## config.mk

```make
export PLATFORM = sky130hd
export DESIGN_NAME = seg_display_mux
export DESIGN_NICKNAME = d
export VERILOG_FILES = /design/src/rtl/seg_display_mux.sv
export SDC_FILE = /design/constraint.sdc
export NUM_CORES = 1
export LEC_CHECK = 0
export BUFFER_PORTS_ARGS = -buffer_cell sky130_fd_sc_hd__buf_2
export CELL_PAD_IN_SITES_DETAIL_PLACEMENT = 0
export CELL_PAD_IN_SITES_GLOBAL_PLACEMENT = 1
export CORE_ASPECT_RATIO = 1.4
export CORE_MARGIN = 10
export CORE_UTILIZATION = 46
export DETAILED_ROUTE_END_ITERATION = 6
export GPL_TIMING_DRIVEN = 0
export HOLD_SLACK_MARGIN = 0.08
export PLACE_DENSITY_LB_ADDON = 0.1
export SYNTH_ARGS = -nofsm -noshare
export SYNTH_HDL_FRONTEND = slang
export SYNTH_SLANG_ARGS = --single-unit
```

## constraint.sdc

```tcl
create_clock -name clk -period 3.2 [get_ports clk]
set_input_delay 0.64 -clock clk [delete_from_list [all_inputs] [get_ports clk]]
set_output_delay 0.64 -clock clk [all_outputs]
set_load 0.01 [all_outputs]
```

## src/rtl/seg_display_mux.sv

```systemverilog
// seg_display_mux: time-multiplexed 4-digit, common-anode, active-low
// seven-segment driver for a mod-11 counter. Digits 1-0 show the count,
// digits 3-2 show a BCD tally of 10->0 wraps.
// Optional feature macro: SEG_LEADING_ZERO_BLANK_EN (blanks leading zeros
// on digits 1 and 3 when defined).
module seg_display_mux #(
  parameter int unsigned REFRESH_DIV = 100000
) (
  input  logic       clk,
  input  logic       reset,
  input  logic [3:0] count,
  output logic [6:0] seg,
  output logic [3:0] an,
  output logic       dp
);

  typedef enum logic [1:0] {
    DIG0 = 2'd0,
    DIG1 = 2'd1,
    DIG2 = 2'd2,
    DIG3 = 2'd3
  } state_t;

  localparam logic [19:0] PRESC_TC = 20'(REFRESH_DIV - 1);
  localparam logic [6:0]  SEG_DASH  = 7'b0111111;
  localparam logic [6:0]  SEG_BLANK = 7'b1111111;

  // Segment pattern {g,f,e,d,c,b,a}, active low, for a decimal digit.
  function automatic logic [6:0] seg_of(input logic [3:0] d);
    logic [6:0] s;
    case (d)
      4'd0:    s = 7'b1000000;
      4'd1:    s = 7'b1111001;
      4'd2:    s = 7'b0100100;
      4'd3:    s = 7'b0110000;
      4'd4:    s = 7'b0011001;
      4'd5:    s = 7'b0010010;
      4'd6:    s = 7'b0000010;
      4'd7:    s = 7'b1111000;
      4'd8:    s = 7'b0000000;
      4'd9:    s = 7'b0010000;
      default: s = SEG_BLANK;
    endcase
    return s;
  endfunction

  // Two-digit BCD increment with 99 -> 00 rollover.
  function automatic logic [7:0] bcd_inc(input logic [7:0] v);
    logic [7:0] r;
    if (v[3:0] == 4'd9) begin
      r[3:0] = 4'd0;
      if (v[7:4] == 4'd9) begin
        r[7:4] = 4'd0;
      end else begin
        r[7:4] = v[7:4] + 4'd1;
      end
    end else begin
      r[3:0] = v[3:0] + 4'd1;
      r[7:4] = v[7:4];
    end
    return r;
  endfunction

  logic [3:0]  count_q, count_d;
  logic [7:0]  wraps_q, wraps_d;
  logic [19:0] presc_q, presc_d;
  state_t      state_q, state_d;
  logic [6:0]  seg_q, seg_d;
  logic [3:0]  an_q, an_d;

  logic        wrap_s;
  logic        legal_s;
  logic [3:0]  cnt_ones_s;
  logic [3:0]  cnt_tens_s;

  // Capture, wrap tally, prescaler and scan sequencing.
  always_comb begin
    count_d = count;
    wrap_s  = (count_q == 4'd10) && (count == 4'd0);
    if (wrap_s) begin
      wraps_d = bcd_inc(wraps_q);
    end else begin
      wraps_d = wraps_q;
    end
    if (presc_q == PRESC_TC) begin
      presc_d = 20'd0;
      case (state_q)
        DIG0:    state_d = DIG1;
        DIG1:    state_d = DIG2;
        DIG2:    state_d = DIG3;
        DIG3:    state_d = DIG0;
        default: state_d = DIG0;
      endcase
    end else begin
      presc_d = presc_q + 20'd1;
      state_d = state_q;
    end
  end

  // Next digit content from the current scan state, count_q and wraps.
  always_comb begin
    legal_s    = (count_q <= 4'd10);
    cnt_ones_s = (count_q == 4'd10) ? 4'd0 : count_q;
    cnt_tens_s = (count_q == 4'd10) ? 4'd1 : 4'd0;
    case (state_q)
      DIG0: begin
        an_d  = 4'b1110;
        seg_d = legal_s ? seg_of(cnt_ones_s) : SEG_DASH;
      end
      DIG1: begin
        an_d = 4'b1101;
        if (!legal_s) begin
          seg_d = SEG_DASH;
        end else begin
`ifdef SEG_LEADING_ZERO_BLANK_EN
          seg_d = (cnt_tens_s == 4'd0) ? SEG_BLANK : seg_of(cnt_tens_s);
`else
          seg_d = seg_of(cnt_tens_s);
`endif
        end
      end
      DIG2: begin
        an_d  = 4'b1011;
        seg_d = seg_of(wraps_q[3:0]);
      end
      DIG3: begin
        an_d = 4'b0111;
`ifdef SEG_LEADING_ZERO_BLANK_EN
        seg_d = (wraps_q[7:4] == 4'd0) ? SEG_BLANK : seg_of(wraps_q[7:4]);
`else
        seg_d = seg_of(wraps_q[7:4]);
`endif
      end
      default: begin
        an_d  = 4'b1111;
        seg_d = SEG_BLANK;
      end
    endcase
  end

  // State and output registers with synchronous active-high reset.
  always_ff @(posedge clk) begin
    if (reset) begin
      count_q <= 4'd0;
      wraps_q <= 8'h00;
      presc_q <= 20'd0;
      state_q <= DIG0;
      seg_q   <= SEG_BLANK;
      an_q    <= 4'b1111;
    end else begin
      count_q <= count_d;
      wraps_q <= wraps_d;
      presc_q <= presc_d;
      state_q <= state_d;
      seg_q   <= seg_d;
      an_q    <= an_d;
    end
  end

  assign seg = seg_q;
  assign an  = an_q;
  assign dp  = 1'b1;

endmodule
```

==> results.toml, run 1 <==
[clock_network]
cts_hold_buffers = 0
clock_path_buffers = 2
cts_buffers = 9
clk_pin_slew_ns = 0.06
insertion_delay_ns = 0.33
cts_resized = 0
clock-root-buffer = "clkbuf_8"
cts-htree-levels = 3
cts_setup_buffers = 0
cts_tree = "built"
clock_sinks = 59

[yosys]
synth_area_leaders = "dfxtp_1 (39%), ha_1 (7.9%), nor2_1 (5.0%), xor2_1 (4.4%), xnor2_1 (2.9%)"
syn_nets = 357
synth_cell_types = 61
synth_area_per_cell_um2 = 9.01
syn_area_mm2 = 0.00299
async_reset_ff_frac = 0
ys_seq_area_frac = 0.395
yosysMostFrequentCell = "dfxtp_1"
synth_edf_count = 0
synth_warnings = 0
synth_cells = 332
synth_top_area_frac = 0.395
ys.flop_type = "dfxtp_1"
synth_top_area_cell = "dfxtp_1"
ys_seq_elements = 59
ys_top_cells_by_count = "dfxtp_1 (59), nor2_1 (40), ha_1 (19), nand2_1 (19)"

[place]
dp_hpwl_mm = 4.57
place_area_mm2 = 0.00316
port_buffers = 16
gp_congestion = 0.810

[worst_hold_path]
min_path_type = "reg2reg"
hp-start = "presc_q[0]"

[die]
start_util = 0.479
fp.dieArea_mm2 = 0.0102
die_height_um = 115
die_width_um = 88.2
num_io_pins = 18
rows = 34
coreArea_mm2 = 0.00625

[cells_and_area]
nets = 384
drive_gt1_frac = 0.135
diodes = 0
final_area_mm2 = 0.00332
syn_to_final_growth_pct = 11.0

[drt]
viasPerCell = 5.30
ant_nets = 0
routedWlPerCell_um = 13.8
vias = 2306
dr.pass1.iters = 4
routed_wl_mm = 6.01
first_iter_violations = 82
remaining_drc_errors = 0

[setup_path]
crit-reg2reg-launch = "count_q[1]"
worst-setup-path-type = "reg2reg"
cp.arrival_ns = 2.89
start_kind = "flop"
cp-startpoint = "count_q[1]"
crit_required_ns = 3.41
endpoint_kind = "flop"
crit_fanout = 10

[sta]
report.final.hold_viol_count = 0
relSlewSlack = 0.333
worstMarginPinSlew_ns = 0.991
fin_skew_ns = 0.00914
min_period_ns = 2.67
rsz0062_at_grt = "false"
fin_hold_ws_ns = 0.453
setup_viol = 0
tns_ns = 0
fin_crit_sh = 0.835
drv_slew = 0
fmax_ghz = 0.374

[pwr]
p_per_area_mw_per_mm2 = 419
p_leak_nw = 1.34
ir_drop_v = 0.000157

[global_routing]
grt_pass1_wl_mm = 10.4
grt_overflow = 0
grt_usage = 0.128
grt_antenna_before_repair = 0
grt_max_degree = 11
grt_pass1_vias = 2261

[run_status]
status = "completed"

[run]
cap_violations = 0
[path summary, 6_finish.rpt]
kind | to | slack, ns | cells after the start
hold reg to reg | presc_q[0] | 0.45 | 1
setup reg to reg | flop | 0.53 | 7
hold / removal | presc_q[0] | 0.45 | 1
setup / recovery | flop | 0.53 | 7
[stage by stage]
step | setup WS (ns) | std cells | power, mW | utilization
floorplan | 0.608 | 332 | 0.823 | -
global placement | 0.243 | 420 | 0.850 | 0.506
detailed placement | 0.206 | 420 | 0.851 | 0.506
CTS | 0.523 | 435 | 1.41 | 0.531
global route | 0.308 | 435 | 1.46 | 0.531
finish | 0.527 | 435 | 1.39 | 0.531
[area by class of cell]
cell class | instances | area (µm²)
fill | 617 | 2930
multi-input combinational | 237 | 1640
clock buffer | 12 | 145
timing repair buffer | 16 | 80.1
inverter | 16 | 60.1
tap | 72 | 90.1
clock inverter | 3 | 15.0
sequential | 59 | 1180
buffer | 20 | 108
[report_power, final]
group	internal, mW	total, mW	switching, mW
sequential	0.749	0.755	0.00614
clock	0.294	0.559	0.265
combinational	0.0320	0.0789	0.0469
total	1.07	1.39	0.318
[critical path, stage by stage (launching register included)]
cell,delay (ns)
dfxtp_1,0.32
clkbuf_1,0.34
nand4bb_1,0.27
or4_1,0.61
a21oi_2,0.27
inv_1,0.12
ha_1,0.30
o32ai_1,0.33
[cells in the final DEF (no fill, tap or decap), drive strengths merged, types with 3 or more instances in the layout]
cell type	count
dfxtp	59
nor2	40
buf	26
clkbuf	22
nand2	19
ha	19
inv	16
xor2	15
a21oi	14
o21ai	12
nand4	10
xnor2	10
nor2b	9
nand2b	8
a21o	5
and4	5
a221oi	5
mux2i	5
nand3	5
nor3	5
nor4	5
and3	4
mux2	3
a31oi	3
clkinv	3
or2	3
or4	3
[cell families after synthesis]
| family | count (synthesis) | synth area share |
|---|---|---|
| flops | 59 | 0.395 |
| xor+xnor | 25 | 0.0732 |
| fa+ha+maj | 19 | 0.0794 |
| buf+inv | 36 | 0.0560 |
| compound gates | 59 | 0.138 |
| simple gates | 125 | 0.229 |
| mux | 8 | 0.0280 |
| other cells | 1 | 0.00125 |
[metal layers]
metal / wire length (µm) / vias to the layer above / global-route usage
met5: 0 / - / 0
met2: 3030 / 33 / 0.213
li1: - / 1206 / -
met3: 228 / 10 / 0.0246
met1: 2610 / 1057 / 0.149
met4: 132 / 0 / 0.0682
Note: power is estimated with default switching activity, not from simulation.
==> run 2, diff against run 1 <==
CORE_UTILIZATION = 42   (was 46)
clock period = 2.4 ns   (was 3.2 ns; I/O delays follow)
==> run 2 against run 1 <==
Critical path type unchanged. Total power grew 46%. Non-clock buffer count grew 7. Final cell count grew 6.7%.
==> results.toml, run 2 (synthesis results as in run 1) <==
[pwr]
p_per_area_mw_per_mm2 = 572
p_leak_nw = 1.41
p_total_mw = 2.03
ir_drop_v = 0.000280

[clock_network]
cts_hold_buffers = 0
clock-root-buffer = "clkbuf_8"
clock_sinks = 59
cts_tree = "built"
insertion_delay_ns = 0.33
cts_buffers = 9
clock_path_buffers = 2
clk_pin_slew_ns = 0.07
cts-htree-levels = 3

[cells_and_area]
syn_to_final_growth_pct = 18.7
mostFrequentLayoutCell = "dfxtp_1"
drive_gt1_frac = 0.201
nets = 391
fillers = 705
final-seq-area_mm2 = 0.00118
diodes = 0
multi_input_area_mm2 = 0.00174
layout_common_cells = "dfxtp_1 (57), nor2_1 (38), buf_2 (21), nand2_1 (19), ha_1 (16)"
final_area_mm2 = 0.00355

[setup_path]
cp.arrival_ns = 2.49
worst-setup-path-type = "reg2reg"
reg2reg_depth = 11
crit_required_ns = 2.58
crit-reg2reg-launch = "wraps_q[1]"
endpoint_kind = "flop"
reg2reg_slack_ns = 0.09
crit_fanout = 7
start_kind = "flop"

[sta]
worstMarginPinSlew_ns = 0.852
relSlewSlack = 0.427
fin_skew_ns = 0.0131
setup_viol = 0
min_period_ns = 2.31
fmax_ghz = 0.434
rsz0062_at_grt = "true"
postLayoutSetupSlackWorst_ns = 0.0932
fin_hold_ws_ns = 0.415
fin_crit_sh = 0.961
report.final.hold_viol_count = 0
tns_ns = 0
drv_slew = 0

[die]
die_height_um = 120
start_util = 0.431
coreArea_mm2 = 0.00694
rows = 36
num_io_pins = 18
die_width_um = 91.3
fp.dieArea_mm2 = 0.0110

[drt]
ant_nets = 0
dr.pass1.iters = 4
viasPerCell = 5.10
first_iter_violations = 95
routedWlPerCell_um = 13.9
remaining_drc_errors = 0
routed_wl_mm = 6.46
vias = 2368

[worst_hold_path]
min_path_type = "in2reg"
hold_depth = 2
hp-start = "count[3]"
hold_end = "count_q[3]"

[place]
dp_worst_setup_slack_ns = -0.338
port_buffers = 16
gp_congestion = 0.797
dp_hpwl_mm = 4.77
place_area_mm2 = 0.00320

[run_status]
status = "completed"

[global_routing]
grt_max_degree = 11
grt_overflow = 0
grt_pass1_vias = 2328
grt_pass1_wl_mm = 11.1
grt_usage = 0.123
grt_antenna_before_repair = 0

[run]
cap_violations = 0
## run 2: cell count changes in the layout (fill, tap and decap cells not counted), moves of 2 or more
cell      before  now
clkbuf_1      12    7
dfxtp_2        0    2
nor2_1        40   38
inv_1         15   13
clkbuf_2       0    2
ha_1          19   16
ha_2           0    2
inv_2          1    3
dfxtp_1       59   57
clkinv_2       3    1
nor2_4         0    2
buf_4          1    9
clkbuf_8      10   12
## run 2: metal layers
layer	wire, µm	GRT usage	vias up	share of wire
li1	-	-	1222	-
met1	2810	0.139	1106	0.43
met2	3380	0.214	28	0.52
met3	163	0.0312	12	0.025
met4	116	0.0530	0	0.018
met5	0	0	-	0
## run 2: timing repair
item                       4_1_cts  5_1_grt
setup endpoints to repair        8       11
cloned                           0        0
pin swaps                        0        4
gates resized for setup          7       18
buffers inserted                 0        7
## run 2: metrics by stage
stage | util | std cells
2_1_floorplan | - | 332
3_3_place_gp | 0.461 | 443
3_5_place_dp | 0.461 | 443
4_1_cts | 0.496 | 457
5_1_grt | 0.512 | 464
6_report | 0.512 | 464
## run 2: worst max-delay path, stage by stage (launching register included)
cell	delay [ns]
dfxtp_2	0.35
inv_1	0.05
ha_2	0.16
and3b_1	0.17
buf_6	0.13
and3_1	0.18
buf_6	0.13
o221ai_4	0.29
nor2_4	0.08
ha_1	0.24
nor4_4	0.30
a31oi_1	0.07
## run 2: worst max-delay path by stage
stage / start / endpoint / slack, ns / cells past startpoint
6_report: wraps_q[1] / flop / 0.09 / 11
5_1_grt: wraps_q[1] / flop / -0.07 / 11
4_1_cts: wraps_q[1] / flop / 0.01 / 13
3_5_place_dp: count[1] / flop / -0.34 / 8
3_3_place_gp: count[1] / flop / -0.34 / 8
2_1_floorplan: count[1] / flop / 0.004 / 6
## run 2: cell type report
class,count,share of cell area
repair buffers,23,0.0373
multi-input cells,237,0.491
flip-flops and latches,59,0.333
plain buffers,20,0.0320
clock inverters,2,0.00986
inverters,16,0.0169
clock buffers,12,0.0465
well taps,95,0.0335
## run 2: power breakdown
part | leakage, nW | internal, mW | switching, mW | total [mW]
clock | 0.104 | 0.551 | 0.363 | 0.914
sequential | 0.481 | 0.998 | 0.00820 | 1.01
combinational | 0.820 | 0.0469 | 0.0661 | 0.113
total | 1.41 | 1.60 | 0.437 | 2.03
